$ cat config.mk
export PLATFORM = sky130hd
export DESIGN_NAME = arp_scheduler
export DESIGN_NICKNAME = d
export VERILOG_FILES = /design/src/rtl/synth_pkg.sv /design/src/rtl/rr_next_key.sv /design/src/rtl/arp_scheduler.sv
export SDC_FILE = /design/constraint.sdc
export NUM_CORES = 1
export LEC_CHECK = 0
export CORE_ASPECT_RATIO = 1.5
export CORE_MARGIN = 1.5
export CORE_UTILIZATION = 45
export CTS_CLUSTER_SIZE = 14
export DETAILED_ROUTE_END_ITERATION = 12
export GPL_TIMING_DRIVEN = 0
export PLACE_DENSITY = 0.75
export SETUP_SLACK_MARGIN = 0.4
export SYNTH_ARGS = -nofsm -noshare
export SYNTH_HDL_FRONTEND = slang
export SYNTH_SLANG_ARGS = --single-unit
$ cat constraint.sdc
create_clock -name CLK -period 3.54 [get_ports CLK]
set_clock_uncertainty 0.1 [all_clocks]
set_input_delay 0.531 -clock CLK [delete_from_list [all_inputs] [get_ports CLK]]
set_output_delay 0.531 -clock CLK [all_outputs]
set_load 0.05 [all_outputs]
$ cat src/rtl/synth_pkg.sv
// Shared types and helpers for the synth voice-control blocks.
package synth_pkg;
    localparam int NUM_VOICES = 4;
    localparam int NOTE_W     = 7;

    typedef enum logic [1:0] {
        IDLE = 2'd0,
        PLAY = 2'd1,
        GAP  = 2'd2
    } arp_state_t;

    function automatic logic [3:0] onehot4(input logic [1:0] idx);
        onehot4 = 4'b0001 << idx;
    endfunction
endpackage

$ cat src/rtl/rr_next_key.sv
// Rotate-priority search over the four key slots: lowest held key, or the
// first held key after the current slot (wrapping back to the current one).
module rr_next_key (
    input  logic [3:0] i_key,
    input  logic [1:0] i_idx,
    input  logic       i_after,
    output logic [1:0] o_idx,
    output logic       o_valid
);
    logic [1:0] w_base;
    logic [1:0] w_slot;

    always_comb begin
        o_idx   = 2'd0;
        o_valid = 1'b0;
        w_base  = i_after ? i_idx + 2'd1 : 2'd0;
        w_slot  = w_base;
        for (int k = 0; k < 4; k++) begin
            w_slot = w_base + 2'(k);
            if (!o_valid && i_key[w_slot]) begin
                o_valid = 1'b1;
                o_idx   = w_slot;
            end
        end
    end
endmodule

$ cat src/rtl/arp_scheduler.sv
// Key-gate passthrough or round-robin arpeggiator: one held key owns a single
// voice gate for ARP_TIME ticks, then a GAP_TICKS gate-low retrigger gap.
module arp_scheduler #(
    parameter int NUM_VOICES = 4,
    parameter int GAP_TICKS  = 1
) (
    input  logic                         CLK,
    input  logic                         RESET,
    input  logic                         TICK,
    input  logic                         ARP_EN,
    input  logic [15:0]                  ARP_TIME,
    input  logic [NUM_VOICES-1:0]        KEY,
    input  logic [synth_pkg::NOTE_W-1:0] FREQ0,
    input  logic [synth_pkg::NOTE_W-1:0] FREQ1,
    input  logic [synth_pkg::NOTE_W-1:0] FREQ2,
    input  logic [synth_pkg::NOTE_W-1:0] FREQ3,
    output logic [NUM_VOICES-1:0]        GATE,
    output logic [synth_pkg::NOTE_W-1:0] ARP_NOTE,
    output logic [1:0]                   ARP_IDX,
    output logic                         STEP
);
    import synth_pkg::*;

    localparam logic [16:0] GAP_LEN = 17'(GAP_TICKS);

    arp_state_t            r_state, w_state;
    logic [15:0]           r_cnt, w_cnt;
    logic [NUM_VOICES-1:0] r_gate, w_gate;
    logic [NOTE_W-1:0]     r_note, w_note;
    logic [1:0]            r_idx, w_idx;
    logic                  r_step, w_step;
    // Tracks whether arp mode was already active last cycle, so that
    // enabling it always spends one cycle in IDLE with gates low.
    logic                  r_arp_on;

    logic [1:0]            w_rr_idx;
    logic                  w_rr_vld;
    logic [NOTE_W-1:0]     w_freq;
    logic [16:0]           w_inc;
    logic [16:0]           w_time;
    logic [15:0]           w_cnt_sat;
    logic                  w_start;

    rr_next_key u_rr (
        .i_key   (KEY),
        .i_idx   (r_idx),
        .i_after (r_state == GAP),
        .o_idx   (w_rr_idx),
        .o_valid (w_rr_vld)
    );

    always_comb begin
        case (w_rr_idx)
            2'd0:    w_freq = FREQ0;
            2'd1:    w_freq = FREQ1;
            2'd2:    w_freq = FREQ2;
            default: w_freq = FREQ3;
        endcase
    end

    assign w_inc     = {1'b0, r_cnt} + 17'd1;
    assign w_time    = (ARP_TIME == 16'd0) ? 17'd1 : {1'b0, ARP_TIME};
    assign w_cnt_sat = (r_cnt == 16'hFFFF) ? r_cnt : r_cnt + 16'd1;

    always_comb begin
        w_state = r_state;
        w_cnt   = r_cnt;
        w_gate  = r_gate;
        w_note  = r_note;
        w_idx   = r_idx;
        w_step  = 1'b0;
        w_start = 1'b0;
        if (!ARP_EN) begin
            w_state = IDLE;
            w_cnt   = 16'd0;
            w_gate  = KEY;
        end else if (!r_arp_on) begin
            w_state = IDLE;
            w_cnt   = 16'd0;
            w_gate  = '0;
        end else begin
            case (r_state)
                IDLE: begin
                    w_gate  = '0;
                    w_cnt   = 16'd0;
                    w_start = w_rr_vld;
                end
                PLAY: begin
                    // A released key ends the step even on a TICK cycle.
                    if (!KEY[r_idx]) begin
                        w_state = GAP;
                        w_gate  = '0;
                        w_cnt   = 16'd0;
                    end else if (TICK) begin
                        if (w_inc >= w_time) begin
                            w_state = GAP;
                            w_gate  = '0;
                            w_cnt   = 16'd0;
                        end else begin
                            w_cnt = w_cnt_sat;
                        end
                    end
                end
                GAP: begin
                    w_gate = '0;
                    if (TICK) begin
                        if (w_inc >= GAP_LEN) begin
                            w_cnt = 16'd0;
                            if (KEY == '0) w_state = IDLE;
                            else           w_start = 1'b1;
                        end else begin
                            w_cnt = w_cnt_sat;
                        end
                    end
                end
                default: begin
                    w_state = IDLE;
                    w_cnt   = 16'd0;
                    w_gate  = '0;
                end
            endcase
            if (w_start) begin
                w_state = PLAY;
                w_cnt   = 16'd0;
                w_idx   = w_rr_idx;
                w_note  = w_freq;
                w_gate  = onehot4(w_rr_idx);
                w_step  = 1'b1;
            end
        end
    end

    always_ff @(posedge CLK) begin
        if (RESET) begin
            r_state  <= IDLE;
            r_cnt    <= 16'd0;
            r_gate   <= '0;
            r_note   <= '0;
            r_idx    <= 2'd0;
            r_step   <= 1'b0;
            r_arp_on <= 1'b0;
        end else begin
            r_state  <= w_state;
            r_cnt    <= w_cnt;
            r_gate   <= w_gate;
            r_note   <= w_note;
            r_idx    <= w_idx;
            r_step   <= w_step;
            r_arp_on <= ARP_EN;
        end
    end

    assign GATE     = r_gate;
    assign ARP_NOTE = r_note;
    assign ARP_IDX  = r_idx;
    assign STEP     = r_step;
endmodule
==> results.py <==
metrics = {
    "die": {
        "die_area_um2": 7330,
        "dieHeight_um": 104,
        "num_io_pins": 66,
        "core_um2": 6530,
        "die_w_um": 70.4,
        "core.rowCount": 36,
        "start_util": 0.469,
    },
    "global_route": {
        "grt_pass1_wl_um": 15400,
        "grt_pass1_vias": 3364,
        "grt_overflow": 0,
        "grt_start_max_net_pins": 11,
        "grtUsageTotal": 0.258,
        "antenna_found_initial": 0,
    },
    "cells_and_area": {
        "final_cell_area_um2": 4590,
        "final_cells": 573,
        "final_cell_mix": "63 x clkdlybuf4s50_1, 36 x inv_1, 33 x buf_4",
        "multi_input_area_um2": 2450,
        "drive_gt1_frac": 0.258,
        "mostFrequentLayoutCell": "clkdlybuf4s50_1",
        "diodes": 0,
        "layout.nets": 570,
        "ff_latch_area_um2": 681,
        "nFillCells": 515,
        "syn_to_final_growth_pct": 49.9,
    },
    "worst_setup_path": {
        "crit_slowest_cell": "maj3_2",
        "worstPathRequired_ns": 3.65,
        "cp_top_family": "compound AO/OA/AOI/OAI gates",
        "reg2reg_to": "r_cnt[10]",
        "crit_chain": "clkbuf_8, nand4_4, nor4_2, xor2_1, ha_1, and4_4, a311oi_2, o21ai_2, a221o_1, maj3_2, a211oi_4, buf_4, buf_6, o21ai_4, o221ai_2",
        "critPathMaxFanout": 8,
        "r2r_start": "r_cnt[10]",
        "r2r_cells": 15,
        "critPathBufInv": 3,
        "setup.worst_path.start": "r_cnt[10]",
        "criticalPathCategory": "register to register",
        "worstSetupStartpointType": "register",
        "endpoint_kind": "register",
        "max_stage_delay_ns": 0.38,
        "rrSetupSlack_ns": -0.33,
        "worst-path-stages": 15,
        "crit_path_end": "r_cnt[10]",
        "arrival_ns": 3.98,
    },
    "logic_synthesis": {
        "ys_types": 64,
        "synthTopCellsByArea": "dfxtp_1 22%, ha_1 8.6%, mux2i_1 8.5%",
        "ys_seq_elements": 33,
        "yosysWarnings": 0,
        "synth_nets": 461,
        "synth_xor_area_frac": 0.0343,
        "synth_top_family_by_area": "compound AO/OA/AOI/OAI gates",
        "synth_fa_ha_area_frac": 0.0890,
        "synth-edff-count": 0,
        "netlist.area_leader.share": 0.216,
        "avgSynthCellArea_um2": 7.90,
        "yosys.area_share.simple": 0.221,
        "synth_compound_area_frac": 0.250,
        "synth.largest_area_cell": "dfxtp_1",
        "synthesis.instances": 388,
        "yosysSeqAreaShare": 0.216,
        "synth.mux.area_fraction": 0.108,
        "async_reset_ff_frac": 0,
        "synth_area_um2": 3070,
        "synth_flop_cell": "dfxtp_1",
    },
    "detailed_routing": {
        "drc": 0,
        "wl_met2_um": 5320,
        "wl_met1_um": 3760,
        "vias": 3524,
        "first_pass_iters": 4,
        "drtAntennaViolNets": 0,
        "wl_met3_um": 620,
        "wirelength_um": 10200,
        "vias_per_cell": 6.15,
        "highest_layer": "met4",
        "wl_per_cell_um": 17.9,
        "drtIter0Drc": 251,
    },
    "sta": {
        "setup_viol": 22,
        "whs_ns": 0.383,
        "report.final.slew_viol_count": 0,
        "worstMarginPinSlew_ns": 0.859,
        "fin_ws_ns": -0.327,
        "max_freq_ghz": 0.259,
        "fin_crit_ns": 3.87,
        "finalCritPeriodShare": 1.09,
        "rsz0062_at_grt": "true",
        "max_slew_margin": 0.425,
        "hold_violations": 0,
    },
    "run_status": {
        "status": "finished, violations left",
        "violations": "negative setup slack",
    },
    "cts": {
        "cts_sinks": 33,
        "cts-root-buf": "clkbuf_8",
        "cts_tree": "done",
        "htreeDepth": 2,
        "numCtsBuffers": 5,
        "insertion_delay_ns": 0.30,
        "clk_pin_slew_ns": 0.08,
        "cts_buffer_depth": 2,
    },
    "hold_path": {
        "hp-class": "register to register",
        "hp-start": "ARP_NOTE[5]",
    },
    "power": {
        "power.leakage_nw": 1.93,
        "power.density_nw_per_um2": 196,
        "ir_worst_vdd_mv": 0.244,
    },
    "placed_design": {
        "dpl-instance-area_um2": 3940,
        "place_worst_setup_slack_ns": -0.456,
        "portBuffers": 63,
        "dp_hpwl_um": 6880,
        "gp_congestion": 0.941,
        "dp.cells": 527,
    },
    "job": {
        "drv_cap": 0,
    },
}
## stage by stage
step | power [W] | utilization | setup TNS (ns)
final | 0.000898 | 0.703 | -5.43
after detailed placement | 0.000591 | 0.603 | -8.35
after CTS | 0.000896 | 0.657 | -3.25
after floorplan | 0.000499 | - | 0
after global placement | 0.000588 | 0.603 | -7.66
after global routing | 0.000931 | 0.703 | -8.95
## worst min path at each step
stage,end,depth (start not counted)
after detailed placement,ARP_NOTE[1],1
after global routing,ARP_NOTE[1],1
after floorplan,r_cnt[11],2
after global placement,ARP_NOTE[1],1
after CTS,ARP_NOTE[1],1
final,ARP_NOTE[5],1
## state kept, by name, summed over array words and instances, names as in the netlist
| name | count |
|---|---|
| r_cnt | 16 |
| ARP_NOTE | 7 |
| GATE | 4 |
| ARP_IDX | 2 |
| r_state | 2 |
| STEP | 1 |
| r_arp_on | 1 |
## routing by layer
metal	up-vias	global-route usage
li1	1664	-
met5	-	0
met4	0	0.132
met1	1657	0.270
met2	162	0.476
met3	41	0.0494
## cell families after synthesis
family / Yosys count
simple gates: 124
compound gates: 107
buf+inv: 59
flops: 33
mux: 31
fa+ha+maj: 22
xor+xnor: 12
## worst reg2reg max path: stages, from the launching register on
cell and delay (ns):
dfxtp_2 0.34, clkbuf_8 0.15, nand4_4 0.16, nor4_2 0.34, xor2_1 0.23, ha_1 0.28, and4_4 0.22, a311oi_2 0.31
o21ai_2 0.12, a221o_1 0.34, maj3_2 0.38, a211oi_4 0.27, buf_4 0.16, buf_6 0.10, o21ai_4 0.10, o221ai_2 0.18
## cell type report
cell class | count | area share
buffer | 23 | 0.0433
timing repair buffer | 102 | 0.205
tap | 76 | 0.0207
inverter | 36 | 0.0294
sequential | 33 | 0.148
multi-input combinational | 296 | 0.534
clock buffer | 7 | 0.0188
## timing repair
item,4_1_cts,5_1_grt
resized for setup,30,42
endpoints found under the setup margin,30,29
cloned,1,2
setup buffers,17,19
hold endpoints to repair,0,0
pin swaps,17,38
hold buffers,0,0
## synth_stat cells (3+ instances only)
| cell | number |
|---|---|
| a211o_1 | 5 |
| a211oi_1 | 6 |
| a21o_1 | 3 |
| a21oi_1 | 19 |
| a221o_1 | 3 |
| a22o_1 | 7 |
| and3_1 | 4 |
| and4_1 | 4 |
| buf_2 | 5 |
| clkbuf_1 | 10 |
| dfxtp_1 | 33 |
| ha_1 | 21 |
| inv_1 | 36 |
| mux2_2 | 3 |
| mux2i_1 | 26 |
| nand2_1 | 33 |
| nand2b_1 | 8 |
| nand3_1 | 10 |
| nand4_1 | 11 |
| nor2_1 | 22 |
| nor2b_1 | 5 |
| nor3_1 | 3 |
| nor4_1 | 5 |
| o211ai_1 | 5 |
| o21ai_0 | 19 |
| o221ai_1 | 9 |
| o22ai_1 | 5 |
| o31ai_1 | 7 |
| xnor2_1 | 8 |
| xor2_1 | 4 |
## power by group
part / internal [W] / leakage (nW) / total [W] / switching [W]
sequential: 0.000377 / 0.274 / 0.000382 / 0.00000474
combinational: 0.000112 / 1.61 / 0.000215 / 0.000102
clock: 0.000154 / 0.0443 / 0.000302 / 0.000148
Note: power is estimated with default switching activity, not from simulation.
==> RTL edit: new RTL, same settings <==
Reset style: asynchronous (`RESET`), changed in one clocked block.
--- a/src/rtl/arp_scheduler.sv
+++ b/src/rtl/arp_scheduler.sv
@@ -130,7 +130,7 @@
         end
     end
 
-    always_ff @(posedge CLK) begin
+    always_ff @(posedge CLK or posedge RESET) begin
         if (RESET) begin
             r_state  <= IDLE;
             r_cnt    <= 16'd0;
Function: differs if RESET is asserted again (counterexample within 4 cycles, from zero or initial values and one cycle with RESET high); with RESET held inactive, the same outputs for 4 cycles.
==> RTL edit against the original RTL <==
The flow still finishes with violations (negative setup slack); synthesized area up 6.4%; final area up 3.5%; worst setup slack better by 0.23 ns; highest routed layer unchanged; critical path type is now input pin to flop; count of clock-buffer cells in the layout down 2; largest cell class unchanged; routed wire length down 3.5%; synthesized cell count down 0.26%; sequential cell count unchanged.
Power is not compared: it rests on default switching activity, and its combinational part moved more than twofold at a synthesized area within 25%.
==> RTL edit: results (changes against the original RTL) <==
hold_path:
  whs_endpoint: "GATE[0]$_DFFE_PP0P_"
  min_path_cells: 2  # +1
  holdCritStartpoint: "GATE[0]$_DFFE_PP0P_"
placement:
  pre_cts_ws_ns: -0.5664  # -0.1108 ns
  place_hpwl_um: 7169  # +4.1%
  place_area_mm2: 0.004006  # +1.7%
  gp_congestion: 0.9343  # -0.71%
  dp.cells: 528  # +0.19%
global_route:
  globalRouteMet1Util_pct: 24.22  # -2.8 points
  grtUsageTotal_pct: 25.77  # -0.053 points
  grt_pass1_vias: 3524  # +4.8%
synth:
  synthTopCellsByCount: "39 x nand2_1, 33 x dfrtp_1, 33 x inv_1"
  synth_ff_type: "dfrtp_1"
  synthMostInstantiatedCell: "nand2_1"
  synthArstFlopShare_pct: 100.0  # +100 points
  synth_area_leaders: "dfrtp_1 25%, ha_1 8.1%, mux2i_1 7.1%"
  synth_cell_types: 71  # +11%
route:
  post_drt_wl_per_cell_um: 17.28  # -3.3%
  wl_met2_um: 5451  # +2.5%
  m1WireLength_um: 3478  # -7.4%
  viasPerCell: 5.960  # -3.1%
  drt_iter0_markers: 186  # -26%
status:
  status: "finished, violations left"
  violations: "negative setup slack"
worst_setup_path:
  reg2reg_slack_ns: -0.09  # +0.24 ns
  slowest_stage: "clkdlybuf4s50_1"
  slowest_delay_ns: 0.49  # +0.11 ns
  r2r-start: "r_cnt[0]$_DFFE_PP0P_"
timing:
  setup_slack_ns: -0.09597  # +0.2313 ns
  setup_viol: 6  # -73%
  worst_pin_slew_ns: 0.9879  # +0.1293 ns
## RTL edit: worst max path at each step
stage	startpoint	to	slack, ns	cells past startpoint
floorplan	r_cnt[1]$_DFFE_PP0P_	r_state[0]$_DFFE_PP0P_	0.20	14
global placement	ARP_TIME[14]	r_state[0]$_DFFE_PP0P_	-0.52	12
detailed placement	ARP_TIME[14]	r_state[0]$_DFFE_PP0P_	-0.57	12
CTS	r_cnt[1]$_DFFE_PP0P_	GATE[3]$_DFFE_PP0P_	-0.02	14
global route	r_cnt[0]$_DFFE_PP0P_	GATE[3]$_DFFE_PP0P_	-0.20	14
finish	ARP_TIME[11]	GATE[3]$_DFFE_PP0P_	-0.1	12
## RTL edit: area by class of cell
type,instances,area [um2]
Buffer,23,170.2
Clock buffer,5,68.82
Clock inverter,3,17.52
Fill cell,568,2188
Inverter,33,123.9
Multi-Input combinational cell,298,2494
Sequential cell,33,830.8
Tap cell,78,97.59
Timing Repair Buffer,99,953.4
## RTL edit: worst register-to-register path, cell delays in order (launching register included)
cell and delay (ns):
dfrtp_2 0.43, ha_4 0.16, buf_6 0.12, buf_6 0.11, nand3_4 0.08, xnor2_2 0.08
ha_1 0.31, nand2_2 0.07, a211o_1 0.32, a2111oi_4 0.39, o41a_1 0.33, a31oi_2 0.13
a221o_2 0.45, buf_6 0.14, mux2_4 0.29
## RTL edit: logic make-up (layout without fill, tap and decap cells)
family	Yosys count	after routing	synth area share, %
mux	35	35	11.54
flops	33	33	25.31
fa+ha+maj	21	21	8.052
compound gates	88	88	20.51
buf+inv	56	163	8.014
xor+xnor	15	15	4.026
simple gates	139	139	22.55
## RTL edit: what timing repair did
action	CTS	global route
buffers inserted	22	13
gates resized for setup	50	49
gates cloned	0	1
pin swaps	17	23
setup endpoints to repair	29	31
